### src/rtl/axi_rr_lock_mux.sv
// Round-robin arbiter for NUM valid/ready/last sources onto one sender channel.
// The grant is locked for a whole burst; the payload path is a one-hot AND-OR mux.
module axi_rr_lock_mux #(
  parameter int unsigned WIDTH   = 8,
  parameter int unsigned NUM     = 4,
  parameter int unsigned OUT_REG = 0
) (
  input  logic             clk,
  input  logic             rst,
  input  logic [NUM-1:0]   src_valid,
  input  logic [WIDTH-1:0] src_data [0:NUM-1],
  input  logic [NUM-1:0]   src_last,
  output logic [NUM-1:0]   src_ready,
  output logic             dst_valid,
  output logic [WIDTH-1:0] dst_data,
  output logic             dst_last,
  input  logic             dst_ready,
  output logic [NUM-1:0]   grant,
  output logic             busy
);

  localparam int unsigned IW = (NUM > 1) ? $clog2(NUM) : 1;
  localparam int unsigned CW = IW + 1;

  typedef enum logic {IDLE, LOCKED} state_t;

  state_t           state, state_next;
  logic [NUM-1:0]   grant_next;
  logic [IW-1:0]    rr_ptr, rr_ptr_next;
  logic [IW-1:0]    gidx, gidx_next;

  logic             win_found;
  logic [IW-1:0]    win_idx;
  logic [CW-1:0]    cand;

  logic             mux_valid;
  logic             mux_last;
  logic [WIDTH-1:0] mux_data;
  logic             in_ready;
  logic             accept;

  // Scan from rr_ptr upward; the extra index bit lets the wrap use a plain compare.
  always_comb begin
    win_found = 1'b0;
    win_idx   = '0;
    cand      = '0;
    for (int unsigned off = 0; off < NUM; off++) begin
      cand = {1'b0, rr_ptr} + CW'(off);
      if (cand > CW'(NUM - 1)) cand = cand - CW'(NUM);
      if (!win_found && src_valid[cand[IW-1:0]]) begin
        win_found = 1'b1;
        win_idx   = cand[IW-1:0];
      end
    end
  end

  always_comb begin
    mux_data = '0;
    mux_last = 1'b0;
    for (int unsigned k = 0; k < NUM; k++) begin
      mux_data = mux_data | ({WIDTH{grant[k]}} & src_data[k]);
      mux_last = mux_last | (grant[k] & src_last[k]);
    end
  end

  assign mux_valid = |(grant & src_valid);
  assign src_ready = grant & {NUM{in_ready}};
  assign accept    = mux_valid & in_ready;
  assign busy      = (state == LOCKED);

  always_comb begin
    state_next  = state;
    grant_next  = grant;
    rr_ptr_next = rr_ptr;
    gidx_next   = gidx;
    case (state)
      IDLE: begin
        if (win_found) begin
          state_next          = LOCKED;
          grant_next          = '0;
          grant_next[win_idx] = 1'b1;
          gidx_next           = win_idx;
        end
      end
      LOCKED: begin
        if (accept && mux_last) begin
          state_next  = IDLE;
          grant_next  = '0;
          rr_ptr_next = (gidx == IW'(NUM - 1)) ? '0 : gidx + IW'(1);
        end
      end
      default: begin
        state_next = IDLE;
        grant_next = '0;
      end
    endcase
  end

  always_ff @(posedge clk or posedge rst) begin
    if (rst) begin
      state  <= IDLE;
      grant  <= '0;
      rr_ptr <= '0;
      gidx   <= '0;
    end else begin
      state  <= state_next;
      grant  <= grant_next;
      rr_ptr <= rr_ptr_next;
      gidx   <= gidx_next;
    end
  end

  if (OUT_REG == 0) begin : g_comb
    assign in_ready  = dst_ready;
    assign dst_valid = mux_valid;
    assign dst_data  = mux_data;
    assign dst_last  = mux_last;
  end else begin : g_slice
    // Two-entry FIFO: ready depends only on its own fill level, so no
    // combinational path runs from dst_ready back to src_ready.
    logic [WIDTH:0] mem [0:1];
    logic           wr_ptr, rd_ptr;
    logic [1:0]     count;
    logic           push, pop;

    assign in_ready  = (count != 2'd2);
    assign push      = accept;
    assign pop       = dst_valid & dst_ready;
    assign dst_valid = (count != 2'd0);
    assign dst_last  = mem[rd_ptr][WIDTH];
    assign dst_data  = mem[rd_ptr][WIDTH-1:0];

    always_ff @(posedge clk or posedge rst) begin
      if (rst) begin
        mem[0] <= '0;
        mem[1] <= '0;
        wr_ptr <= 1'b0;
        rd_ptr <= 1'b0;
        count  <= '0;
      end else begin
        if (push) begin
          mem[wr_ptr] <= {mux_last, mux_data};
          wr_ptr      <= ~wr_ptr;
        end
        if (pop) rd_ptr <= ~rd_ptr;
        case ({push, pop})
          2'b10:   count <= count + 2'd1;
          2'b01:   count <= count - 2'd1;
          default: count <= count;
        endcase
      end
    end
  end

endmodule

### config.mk
export PLATFORM = sky130hd
export DESIGN_NAME = axi_rr_lock_mux
export DESIGN_NICKNAME = d
export VERILOG_FILES = /design/src/rtl/axi_rr_lock_mux.sv
export SDC_FILE = /design/constraint.sdc
export NUM_CORES = 1
export LEC_CHECK = 0
export CAP_MARGIN = 20
export CORE_MARGIN = 1.5
export CORE_UTILIZATION = 45
export CTS_BUF_LIST = sky130_fd_sc_hd__clkbuf_4
export DETAILED_ROUTE_END_ITERATION = 16
export DONT_BUFFER_PORTS = 1
export GPL_TIMING_DRIVEN = 0
export HOLD_SLACK_MARGIN = 0.03
export PLACE_DENSITY = 0.56
export REMOVE_ABC_BUFFERS = 1
export SYNTH_ARGS = -nofsm -noshare
export SYNTH_HDL_FRONTEND = slang
export SYNTH_SLANG_ARGS = --single-unit
### constraint.sdc
create_clock -name clk -period 1.7 [get_ports clk]
set_clock_uncertainty 0.2 [all_clocks]
set_input_delay 0.34 -clock clk [delete_from_list [all_inputs] [get_ports clk]]
set_output_delay 0.34 -clock clk [all_outputs]
set_load 0.02 [all_outputs]
Yosys cells after proc, flatten, opt, wreduce, memory -nomap -nowiden. Cells that the tools add are included.

Memory bits (writable): 0. Latch bits: 0. Bits of input ports: 43. Memories kept: 0. Bits in registers: 9. Output and inout bits: 19. Bits in read-only memories: 0.

Bitwise logic cells: 18. Multiplexer cells: 29. $mul: 0. Equality and inequality tests: 3. $add $sub $neg: 8. Reductions and logical operators: 12. Div/mod/pow operators: 0. Magnitude comparators: 10. Shift-type cells: 0.

Operators with widths (number): $and 8x8->8 (4); $or 8x8->8 (3); $mux 2 (9); $lt 2x3->1 const B (5); $mux 1 (11); $gt 3x2->1 const B (3); $and 4x4->4 (2); $bmux 1 s2 (4); $mux 4 (2); $pmux 4 s2 (1); $sub 2x1->2 const B (4); $add 2x2->3 const B (2); $reduce_and 2->1 (3); $and 1x1->1 (5); $logic_and 1x1->1 (5); $reduce_or 4->1 (1); $add 2x1->3 const B (1); $logic_not 1->1 (3); $or 1x1->1 (3); $add 2x1->2 const B (1); $demux 1 s2 (1); $eq 2x2->1 const B (1); $ge 2x1->1 const B (1); $gt 2x2->1 const B (1); other kinds (4) (4).

Logic depth before layout (Yosys ltp). Gate-level depths: netlist of run 1.

Word-level depth: 20. Gate-level depth with buffers: 5.

Least setup slack after synthesis of run 1. OpenSTA, ideal clock, no wires.

Path kind: register -> register. From: register grant[2]. To: register rr_ptr[0]. Arrival time: 1.364 ns. Path slack: 0.012 ns. Clock period less this slack: 1.688 ns. Stages on the path, launching flop included: 5. Buffers on the path: 0. Cell sequence: dfrtp_1 -> a22oi_1 -> nand2_1 -> nand4_2 -> mux2_2.

Longest elaborated chain between the ends: 5.

RTL lines: start: declaration (RTL line 18) `output logic [NUM-1:0] grant,`; start signal: assignment (RTL line 107) `grant <= grant_next;`; $and 4x4->4 (RTL line 66) `assign mux_valid = |(grant & src_valid);`; $reduce_or 4->1 (RTL line 66); net dst_valid (RTL line 14) `output logic dst_valid,`; $and 1x1->1 (RTL line 68) `assign accept = mux_valid & in_ready;`; $logic_and 1x1->1 (RTL line 86) `if (accept && mux_last) begin`; $reduce_and 2->1 (no source line); end signal: assignment (RTL line 108) `rr_ptr <= rr_ptr_next;`; end: declaration (RTL line 29) `logic [IW-1:0] rr_ptr, rr_ptr_next;`.

The timed path passes the listed nets, and every way through them passes these cells. A chain may end at the register's enable or synchronous reset.

Final worst setup path of run 1.
From: register grant[2]. To: output port dst_data[7].

Longest elaborated chain between the ends: 3.

RTL lines: $and 8x8->8 (RTL line 61) `mux_data = mux_data | ({WIDTH{grant[k]}} & src_data[k]);`; $or 8x8->8 (2 in series) (RTL line 61); end: declaration (RTL line 15) `output logic [WIDTH-1:0] dst_data,`.

Every way passes these cells.

==> reports/qor.csv, run 1 <==
stage;metric;value;unit
worst_setup_path;r2r_slack;-0.03;ns
global_routing;grt_usage;20.68;%
clock_network;htree_levels;1;
placed_design;hpwl;1.252;mm
route;routed_via_density;6.694;
worst_setup_path;critPathMaxFanout;7;
min_path;whs_path_depth;2;
floorplanning;die_h;42.60;µm
worst_setup_path;path_buf_inv;1;
synth;synth_cell_type_count;26;
synth;synth-edff-count;0;
sta;worst_hold_slack;0.1157;ns
finish;antenna_cells;0;
finish;final_common_cell;a22oi_2;
worst_setup_path;critPathArrivalTime;1.24;ns
clock_network;clk_latency;0.26;ns
clock_network;cts.clk_slew.worst_paths;0.06;ns
finish;most-common-layout-cells;a22oi_2 (15), nand2_2 (10), buf_6 (7);
finish;final_nets;137;
synth;synth-main-ff-cell;dfrtp_1;
floorplanning;io_pins;62;
pwr;p_leak;0.0004043;µW
floorplanning;row_count;14;
clock_network;cts_buffers;3;
clock_network;cts_tree;yes;
synth;syn_avg_cell_area;8.606;µm²
route;postRouteAntennaNets;0;
synth;syn_inst;82;
flow_run;maxCapViolations;0;
floorplanning;core-area;1489;µm²
min_path;hold_start;dst_ready;
sta;slew_headroom;74.38;%
route;vias;723;
route;drc;0;
sta;layout_setup_ws;-0.07907;ns
floorplanning;dieArea;1815;µm²
clock_network;clock_path_buffers;2;
synth;synth_async_sr_flop_share;100.0;%
worst_setup_path;path_cells;buf_6 -> a22oi_2 -> nand2_2;
finish;syn2layout_area_growth;36.52;%
global_routing;grt_pass1_wl;2.780;mm
worst_setup_path;critPathKind;flip-flop to output pin;
worst_setup_path;endpoint_kind;output pin;
floorplanning;die_w;42.60;µm
sta;worstMarginPinSlew;0.3817;ns
route;wire_per_inst;18.23;µm
route;drtPass1Iterations;4;
global_routing;antenna_found_initial;0;
worst_setup_path;r2r_start;grant[3];
worst_setup_path;reg2reg_to;rr_ptr[0];
finish;drive_above_1_share;55.43;%
pwr;ir_drop;0.7781;mV
sta;drv_slew;0;
worst_setup_path;cp-start-kind;flip-flop;
outcome;violations;negative setup slack;
floorplanning;start_util;47.39;%
pwr;power_density;1618;nW/µm²
min_path;hp-class;input port to flip-flop;
placed_design;gp_congestion;0.7982;
sta;setup-violations-final;10;
worst_setup_path;rr_worst_depth;4;
worst_setup_path;crit_family;flip-flops;
global_routing;grt_max_degree;14;
sta;rsz0062_at_grt;yes;
worst_setup_path;slowest_stage;dfrtp_2;
outcome;status;complete, but fails checks;
sta;hold_viol_final;0;
sta;post-route-period-util;104.7;%
min_path;hold_end;grant[0];
synth;synth_area;705.7;µm²
worst_setup_path;worstPathRequired;1.16;ns
route;wirelength;1.969;mm
sta;fmax;0.5621;GHz
finish;final_util;64.71;%
clock_network;cts.sinks;9;
placed_design;portBuffers;0;
clock_network;cts_root_buf;clkbuf_4;
synth;seq_area_frac_synth;31.91;%
global_routing;grt_pass1_vias;607;
synth;synth_seq_cells;9;
synth;yosysWarnings;0;
worst_setup_path;critPathMaxStageDelay;0.51;ns
route;drt_iter0_drc;9;
sta;post-route-min-period;1.779;ns
global_routing;overflow;0;
## synth_stat cells, types with 2 or more instances
| cell type | instances | share of area, % |
|---|---|---|
| a22oi_1 | 20 | 21 |
| nand2_1 | 12 | 6.4 |
| dfrtp_1 | 9 | 32 |
| and2_1 | 6 | 5.3 |
| clkbuf_1 | 4 | 2.1 |
| inv_1 | 4 | 2.1 |
| a21o_1 | 2 | 2.1 |
| a21oi_1 | 2 | 1.4 |
| a32o_1 | 2 | 2.8 |
| mux2_2 | 2 | 3.2 |
| nor2_1 | 2 | 1.1 |
| o2bb2ai_1 | 2 | 2.5 |
| or2b_1 | 2 | 2.1 |
## worst max-delay path by stage
stage,from,to,cells after the start
after global routing,grant[2],dst_data[7],3
after detailed placement,grant[2],rr_ptr[0],4
after floorplan,grant[2],rr_ptr[0],4
final,grant[2],dst_data[7],3
after global placement,grant[2],rr_ptr[0],4
after CTS,grant[0],rr_ptr[0],4
## registers in the layout, summed over array words and instances, names as in the netlist
signal	cells
grant	4
gidx	2
rr_ptr	2
busy	1
## power by group
group / switching, µW / internal (µW)
Combinational: 519 / 397
Sequential: 169 / 300
Clock: 68.3 / 106
## area by class of cell
class | count | area, µm²
multi-input combinational | 64 | 556.8
fill | 123 | 525.5
sequential | 9 | 232.7
timing repair buffer | 11 | 108.9
clock buffer | 4 | 30.03
tap | 16 | 20.02
inverter | 4 | 15.01
## cells by family (layout without fill, tap and decap cells)
group,Yosys count,after routing,share of synthesized area [%]
adder cells (fa/ha/maj),1,1,1.773
AO/OA/AOI/OAI,34,34,36.53
multiplexers,2,2,3.191
AND/OR/NAND/NOR,27,27,20.75
flip-flops,9,9,31.92
buffers and inverters,9,19,5.850
## timing repair
action                                  4_1_cts  5_1_grt
hold endpoints to repair                      9        0
setup buffers                                 4        6
resized for setup                            36       22
hold buffers                                  1        0
pin swaps                                    12        7
endpoints found under the setup margin       21       18
## worst register-to-register path, delay by kind of cell (launching register included)
kind / cells / cell delay (ns)
compound gates: 1 / 0.18
flops: 1 / 0.56
mux: 1 / 0.34
simple gates: 2 / 0.32
## routing by layer
metal	part of all wire (%)	global-route usage [%]	up-vias	wire, µm
met5	0	0	-	0
met4	0.46	8.125	0	9
met3	7.3	3.448	2	143
met2	56	37.54	38	1093
met1	37	23.78	351	724
li1	-	-	332	-
## metrics by stage
stage	power, µW	TNS (ns)	instances	cell area, µm²	worst slack, ns
5_1_grt	1652	-1.188	108	963.4	-0.1317
6_report	1559	-0.5533	108	963.4	-0.07907
3_5_place_dp	1062	-1.891	93	699.4	-0.3324
2_1_floorplan	963.4	-0.2886	77	679.4	-0.09194
3_3_place_gp	1050	-1.742	93	699.4	-0.3098
4_1_cts	1447	-0.6439	102	864.6	-0.07132
Power figures use the tool's default switching activity.
==> run 2: changes to the inputs <==
Settings changed: CORE_MARGIN 1.5 to 2.
==> run 2 against run 1 <==
Against the previous run: final cell count is the same; setup slack better by 0.0097 ns; largest power group unchanged; total power is 1.5% lower; first-iteration DRC count shrank 22%; clock power is 5% higher; the flow still finishes with violations (negative setup slack); via count up 1.4%; global-route usage grew 1.2 points.
==> reports/qor.csv, run 2 (same netlist as run 1, synthesis figures left out) <==
stage;metric;value;unit;change
worst_setup_path;r2r_slack;-0.03;ns;about the same
worst_setup_path;cp-start-kind;flip-flop;;
clock_network;cts_root_buf;clkbuf_4;;
route;drc;0;;unchanged
global_routing;grt_pass1_vias;689;;+14%
floorplanning;die_h;43.60;µm;+2.3%
floorplanning;die_w;43.60;µm;+2.3%
placed_design;dpl_cell_area;699.4;µm²;unchanged
global_routing;grt_pass1_wl;3.036;mm;+9.2%
sta;slew_headroom;71.48;%;-2.9 points
placed_design;gp_congestion;0.8274;;+3.7%
finish;fillers;130;;+5.7%
route;postRouteAntennaNets;0;;unchanged
worst_setup_path;worstPathRequired;1.16;ns;about the same
placed_design;hpwl;1.247;mm;-0.42%
placed_design;portBuffers;0;;unchanged
global_routing;grt_max_degree;10;;-4
outcome;violations;negative setup slack;;
finish;regArea;232.7;µm²;unchanged
clock_network;cts.clk_slew.worst_paths;0.06;ns;about the same
global_routing;antenna_found_initial;0;;unchanged
sta;hold_viol_final;0;;unchanged
sta;drv_slew;0;;unchanged
worst_setup_path;critPathMaxFanout;7;;unchanged
sta;post-route-min-period;1.769;ns;-0.009667 ns
min_path;whs_path_depth;2;;unchanged
finish;final_util;64.03;%;-0.67 points
finish;syn2layout_area_growth;35.11;%;
floorplanning;start_util;47.39;%;unchanged
worst_setup_path;endpoint_kind;output pin;;
clock_network;cts_tree;yes;;
global_routing;overflow;0;;unchanged
sta;setup-violations-final;12;;+2
sta;post-route-period-util;104.1;%;-0.57 points
clock_network;cts.sinks;9;;unchanged
route;vias;733;;+1.4%
pwr;total_power;1536;µW;-1.5%
worst_setup_path;critPathKind;flip-flop to output pin;;
floorplanning;io_pins;62;;unchanged
worst_setup_path;reg2reg_to;rr_ptr[0];;
finish;antenna_cells;0;;unchanged
worst_setup_path;critPathArrivalTime;1.23;ns;about the same
global_routing;grt_usage;21.88;%;+1.2 points
min_path;hold_start;src_valid[3];;
min_path;hp-class;input port to flip-flop;;
finish;top_regs;grant (4), gidx (2), rr_ptr (2);;
flow_run;maxCapViolations;0;;unchanged
min_path;hold_end;busy;;
finish;final_nets;137;;unchanged
floorplanning;core-area;1489;µm²;unchanged
finish;final_common_cell;a22oi_2;;
outcome;status;complete, but fails checks;;
route;drt_iter0_drc;7;;-2
finish;largest_register_ffs;4;;unchanged
sta;rsz0062_at_grt;yes;;
clock_network;clock_path_buffers;2;;unchanged
sta;layout_setup_ws;-0.06940;ns;+0.009666 ns
worst_setup_path;rr_worst_depth;4;;unchanged
finish;regMostFlops;grant;;
floorplanning;row_count;14;;unchanged
pwr;ir_drop;0.7623;mV;-2.0%
clock_network;htree_levels;1;;unchanged
pwr;p_leak;0.0004016;µW;-0.69%
finish;most-common-layout-cells;a22oi_2 (12), nand2_2 (10), a22oi_1 (8), buf_6 (8), dfrtp_1 (5);;
clock_network;cts_buffers;3;;unchanged
sta;fmax;0.5652;GHz;+0.55%
finish;finalInstanceArea;953.4;µm²;-1.0%
finish;drive_above_1_share;52.17;%;-3.3 points
clock_network;clk_latency;0.26;ns;about the same
route;drtPass1Iterations;4;;unchanged
route;routed_via_density;6.787;;+1.4%
floorplanning;dieArea;1901;µm²;+4.7%
pwr;power_density;1611;nW/µm²;-0.46%
sta;worstMarginPinSlew;0.4249;ns;+0.04318 ns
sta;worst_hold_slack;0.07915;ns;-0.03658 ns
route;wirelength;2.013;mm;+2.2%
route;wire_per_inst;18.64;µm;+2.2%
finish;multi_input_area;540.5;µm²;-2.9%
worst_setup_path;r2r_start;grant[3];;
## run 2: changes by cell type in the layout (fill, tap and decap cells not counted), sizes merged
cell and change:
clkbuf -1, buf +1
## run 2: per-layer routing
| layer | share of wire, % | track usage (%) | vias up | wire (µm) |
|---|---|---|---|---|
| met5 | 0 | 0 | - | 0 |
| met4 | 0.94 | 10.91 | 0 | 19 |
| met3 | 6.7 | 3.333 | 4 | 135 |
| met2 | 55 | 42.94 | 40 | 1103 |
| met1 | 37 | 21.52 | 358 | 754 |
| li1 | - | - | 331 | - |
## run 2: how the worst max path moves through the flow
stage                   from          end  depth (start not counted)
floorplan           grant[2]    rr_ptr[0]                          4
CTS                 grant[3]  dst_data[6]                          3
global placement    grant[2]    rr_ptr[0]                          4
global route        grant[2]  dst_data[4]                          3
finish              grant[2]  dst_data[4]                          3
detailed placement  grant[2]    rr_ptr[0]                          4
## run 2: critical path: stages (launching register included)
cell	delay [ns]
dfrtp_2	0.51
buf_6	0.18
a22oi_2	0.16
nand2_2	0.12
## run 2: final cells by class
cell class | count | share of cell area, %
Inverter | 4 | 1.575
Clock buffer | 4 | 3.150
Multi-Input combinational cell | 64 | 56.69
Sequential cell | 9 | 24.41
Timing Repair Buffer | 11 | 12.07
Tap cell | 16 | 2.100
## run 2: report_power, final
group / internal, µW / switching [µW]
Clock: 106 / 75.3
Combinational: 379 / 511
Sequential: 300 / 164
Total: 786 / 750
## run 2: timing repair
item,CTS,global route
gates resized for setup,53,2
setup endpoints to repair,21,18
hold buffers,1,0
pin swaps,16,2
hold endpoints to repair,9,0
setup buffers,10,0
## run 2: stage by stage
step           instances  setup slack [ns]  TNS, ns
2_1_floorplan         77          -0.09194  -0.2886
3_3_place_gp          93           -0.2909   -1.610
3_5_place_dp          93           -0.3385   -1.903
4_1_cts              108          -0.06823  -0.5514
5_1_grt              108           -0.1126   -1.166
6_report             108          -0.06940  -0.4643
==> variant 1: new RTL, config.mk and constraints of run 1 <==
Set the parameter `WIDTH` to 12 (it was 8).
--- a/src/rtl/axi_rr_lock_mux.sv
+++ b/src/rtl/axi_rr_lock_mux.sv
@@ -1,7 +1,7 @@
 // Round-robin arbiter for NUM valid/ready/last sources onto one sender channel.
 // The grant is locked for a whole burst; the payload path is a one-hot AND-OR mux.
 module axi_rr_lock_mux #(
-  parameter int unsigned WIDTH   = 8,
+  parameter int unsigned WIDTH   = 12,
   parameter int unsigned NUM     = 4,
   parameter int unsigned OUT_REG = 0
 ) (
Interface: changed (resized dst_data and src_data); port bits go from 62 to 82. The function was not compared with the original's and may differ.
==> variant 1 against run 1 <==
  * Die area is 17% higher
  * Worst setup slack worse by 4.4 ps
  * Total power is 0.52% higher
  * The flow still finishes with violations (setup timing)
  * Register-to-register slack worse by 50 ps
  * Sequential power is 16% higher
  * Via count is 5.7% higher
  * Sequential share of layout area is 1.9 points higher
  * Sequential cell count stayed put
  * Routed wire length is 0.91% higher
  * Global-route usage is 3.5 points lower
  * Synthesized area is 18% higher
  * Cell area is 4.3% lower
==> variant 1: results (changes against run 1) <==
adder-cell area share of the yosys netlist = 1.50% (-0.27 points)
wire per inst = 16.7 µm (-8.4%)
fillers = 169 (+37%)
multi-input logic portion of the cell area = 64.6% (+6.8 points)
post-synthesis compound-gate area fraction = 39.3% (+2.8 points)
Unique masters post-synth = 31 (+19%)
Buffers excl. clock = 1 (-10)
Seq/Total Area, Yosys = 27.0% (-4.9 points)
Critical-path top delay cell = dfrtp_4
Combinational Power Share = 53.4% (-5.3 points)
Post-DP Area = 828 µm² (+18%)
Via Count = 764 (+5.7%)
CP bufs+invs = 0 (-1)
failing checks = setup timing
Total GRT Usage = 17.1% (-3.5 points)
top cells by count, synth = a22oi_1, nand2_1, dfrtp_1
RD Place Congestion = 0.730 (-8.5%)
Seq/total area = 26.1% (+1.9 points)
Worst R2R Start = grant[0]
r2r setup slk = -80 ps (-50 ps)
status = finished with violations
NumNets Final = 155 (+13%)
first-pass GRT wire length = 2.63 mm (-5.5%)
Clk power = 0.185 mW (+6%)
Sw Ratio = 53.9% (+5.5 points)
Setup WS post-layout = -83.5 ps (-4.38 ps)
hold endpoint = busy
Hold Startpoint = src_valid[3]
Starting DRT DRC Count = 21 (+12)
Setup Viol. Count Final = 16 (+6)
largest cells by area after synthesis = dfrtp_1, a22oi_1, nand2_1
largest net degree at the start of global routing = 18 (+4)
GR peak layer = met1
VDD IR-drop max = 0.000777 V (-0.18%)
Pleak = 0.385 nW (-4.8%)
Layout clock area frac = 3.26% (+0.14 points)
CP max stage delay = 590 ps (+80 ps)
multi-input gates = 76 (+19%)
vias in the first global route = 592 (-2.5%)
[variant 1: changes by cell type after synthesis, moves of 2 or more]
cell / change
nand2_1: +3
mux2_4: +2
mux2_2: -2
a22oi_1: +8
clkbuf_2: +2
[variant 1: metrics by stage]
step	std cells	util, %	worst slack [ps]
floorplan	89	-	-171
global placement	114	48.0	-382
detailed placement	114	48.0	-387
CTS	119	53.3	-95.6
global route	119	53.4	-161
finish	119	53.4	-83.5
[variant 1: worst max-delay path by stage]
stage,slack (ps),end,from,cells after the start
detailed placement,-390,rr_ptr[1],grant[2],4
global route,-160,rr_ptr[1],grant[0],4
CTS,-100,dst_valid,grant[2],2
finish,-80,dst_last,grant[0],2
floorplan,-170,rr_ptr[0],grant[2],4
global placement,-380,rr_ptr[0],grant[2],4
[variant 1: what timing repair did]
item,4_1_cts,5_1_grt
resized for setup,22,2
setup endpoints to repair,25,22
hold buffers,1,0
gates cloned,0,0
pin swaps,0,1
hold endpoints to repair,9,0
==> variant 2: new RTL, settings of run 1 <==
Made on the original files. Make the reset (`rst`) synchronous in 2 clocked blocks.
--- a/src/rtl/axi_rr_lock_mux.sv
+++ b/src/rtl/axi_rr_lock_mux.sv
@@ -96,7 +96,7 @@
     endcase
   end
 
-  always_ff @(posedge clk or posedge rst) begin
+  always_ff @(posedge clk) begin
     if (rst) begin
       state  <= IDLE;
       grant  <= '0;
@@ -130,7 +130,7 @@
     assign dst_last  = mem[rd_ptr][WIDTH];
     assign dst_data  = mem[rd_ptr][WIDTH-1:0];
 
-    always_ff @(posedge clk or posedge rst) begin
+    always_ff @(posedge clk) begin
       if (rst) begin
         mem[0] <= '0;
         mem[1] <= '0;
Function: differs if rst is asserted again (counterexample within 4 cycles, from zero or initial values and one cycle with rst high); with rst held inactive, the same outputs for 10 cycles.
==> variant 2 against run 1 <==
  * Cell area decreased by 19%
  * Routed wire length decreased by 9.5%
  * Core utilization decreased by 13 points
  * Worst setup slack improved by 140 ps
  * Synthesized area increased by 3.0%
  * Critical path type is now register to register
  * Sequential cell count unchanged
  * Die area increased by 2.8%
Power is not compared: it rests on default switching activity, and its combinational part moved more than twofold at a synthesized area within 25%.
==> variant 2: results (changes against run 1) <==
status = finished, final reports clean
worst path arrival time = 1620 ps (+380 ps)
largest net degree at the start of global routing = 14 (unchanged)
fillers = 150 (+22%)
Largest regs = grant: 4 flops, gidx: 2 flops, rr_ptr: 2 flops
multiplexer share of the synthesized area = 0% (-3.2 points)
Starting DRT DRC Count = 8 (-1)
wire per inst = 16.5 µm (-9.5%)
Detail Placement HPWL = 1.32 mm (+5.8%)
post-synthesis compound-gate area fraction = 37.5% (+1.0 points)
Inserted Clock Buffers = 3 (unchanged)
adder-cell area share of the yosys netlist = 1.72% (-0.052 points)
vias in the first global route = 627 (+3.3%)
port bufs = 0 (unchanged)
CP max stage delay = 420 ps (-90 ps)
Place WS = -397 ps (-65.0 ps)
top cells by count, synth = a22oi_1, nand2_1, dfxtp_1
Worst Setup End Kind = register
async set or reset register ratio after synthesis = 0% (-100 points)
Yosys warning count = 0 (unchanged)
fraction of layout cells with a size suffix above 1 = 17.4% (-38 points)
Via Count = 717 (-0.83%)
Unique masters post-synth = 27 (+3.8%)
Rel. slew slack = 67.0% (-7.4 points)
largest cells by area after synthesis = dfxtp_1, a22oi_1, nand2_1
Seq/Total Area, Yosys = 24.8% (-7.1 points)
Total GRT Usage = 19.4% (-1.3 points)
Critical-path top delay cell = dfxtp_1
ys flop type = dfxtp_1
CP delay by family, top = simple AND/OR/NAND/NOR gates
first-pass GRT wire length = 2.75 mm (-1.2%)
register with the most flip-flops = grant
Pleak = 0.288 nW
clk root buf = clkbuf_4
RD Place Congestion = 0.794 (-0.53%)
[variant 2: cell types whose count changed after synthesis, moves of 3 or more]
cell      change
dfrtp_1       -9
dfxtp_1       +9
nand2b_1      +4
nand3b_1      +4
nor3_1        +3
o21ai_0       +3
[variant 2: kinds of logic (layout without fill, tap and decap cells)]
family                   after synthesis  after routing
flip-flops                             9              9
adder cells (fa/ha/maj)                1              1
buffers and inverters                  9              7
AND/OR/NAND/NOR                       40             40
AO/OA/AOI/OAI                         35             35
[variant 2: per-layer routing]
| metal | track usage [%] | vias to the layer above | routed length, µm |
|---|---|---|---|
| met5 | 0 | - | 0 |
| met4 | 1.82 | 0 | 0 |
| met3 | 7.66 | 0 | 147 |
| met2 | 29.9 | 33 | 819 |
| met1 | 26.4 | 329 | 815 |
| li1 | - | 355 | - |
[variant 2: timing repair]
action,CTS,global route
resized for setup,9,5
endpoints found under the hold margin,7,0
cloned,0,0
buffers inserted,0,0
hold buffers,1,0
setup endpoints to repair,21,6
[variant 2: worst paths after layout]
| path | startpoint | end | slack (ps) | cells past startpoint |
|---|---|---|---|---|
| worst max-delay path | busy | grant[3] | 60 | 3 |
| worst min-delay path | rst | rr_ptr[1] | 50 | 2 |
| worst max register to register | busy | grant[3] | 60 | 3 |
| worst min register to register | gidx[1] | gidx[1] | 270 | 2 |
[variant 2: cell type report]
class	instances	area share, %
inverter	2	0.962
multi-input combinational	76	66.7
tap	16	2.56
timing repair buffer	1	1.28
clock inverter	1	0.641
sequential	9	25.0
clock buffer	3	2.88
[variant 2: where the power goes]
part	switching, mW	total [mW]	internal, mW	leakage (nW)
Sequential	0.0287	0.245	0.217	0.0764
Combinational	0.0733	0.116	0.0423	0.194
Clock	0.0815	0.169	0.0870	0.0177
Total	0.183	0.530	0.346	0.288
[variant 2: metrics by stage]
stage / hold WS, ps / power [mW] / TNS, ps / instance area, µm² / std cells
floorplan: 209 / 0.343 / -74.5 / 693 / 87
finish: 54.3 / 0.530 / 0 / 781 / 108
global route: 47.9 / 0.565 / -0.698 / 781 / 108
global placement: 215 / 0.359 / -2300 / 713 / 103
CTS: 53.9 / 0.530 / 0 / 767 / 108
detailed placement: 217 / 0.359 / -2620 / 713 / 103
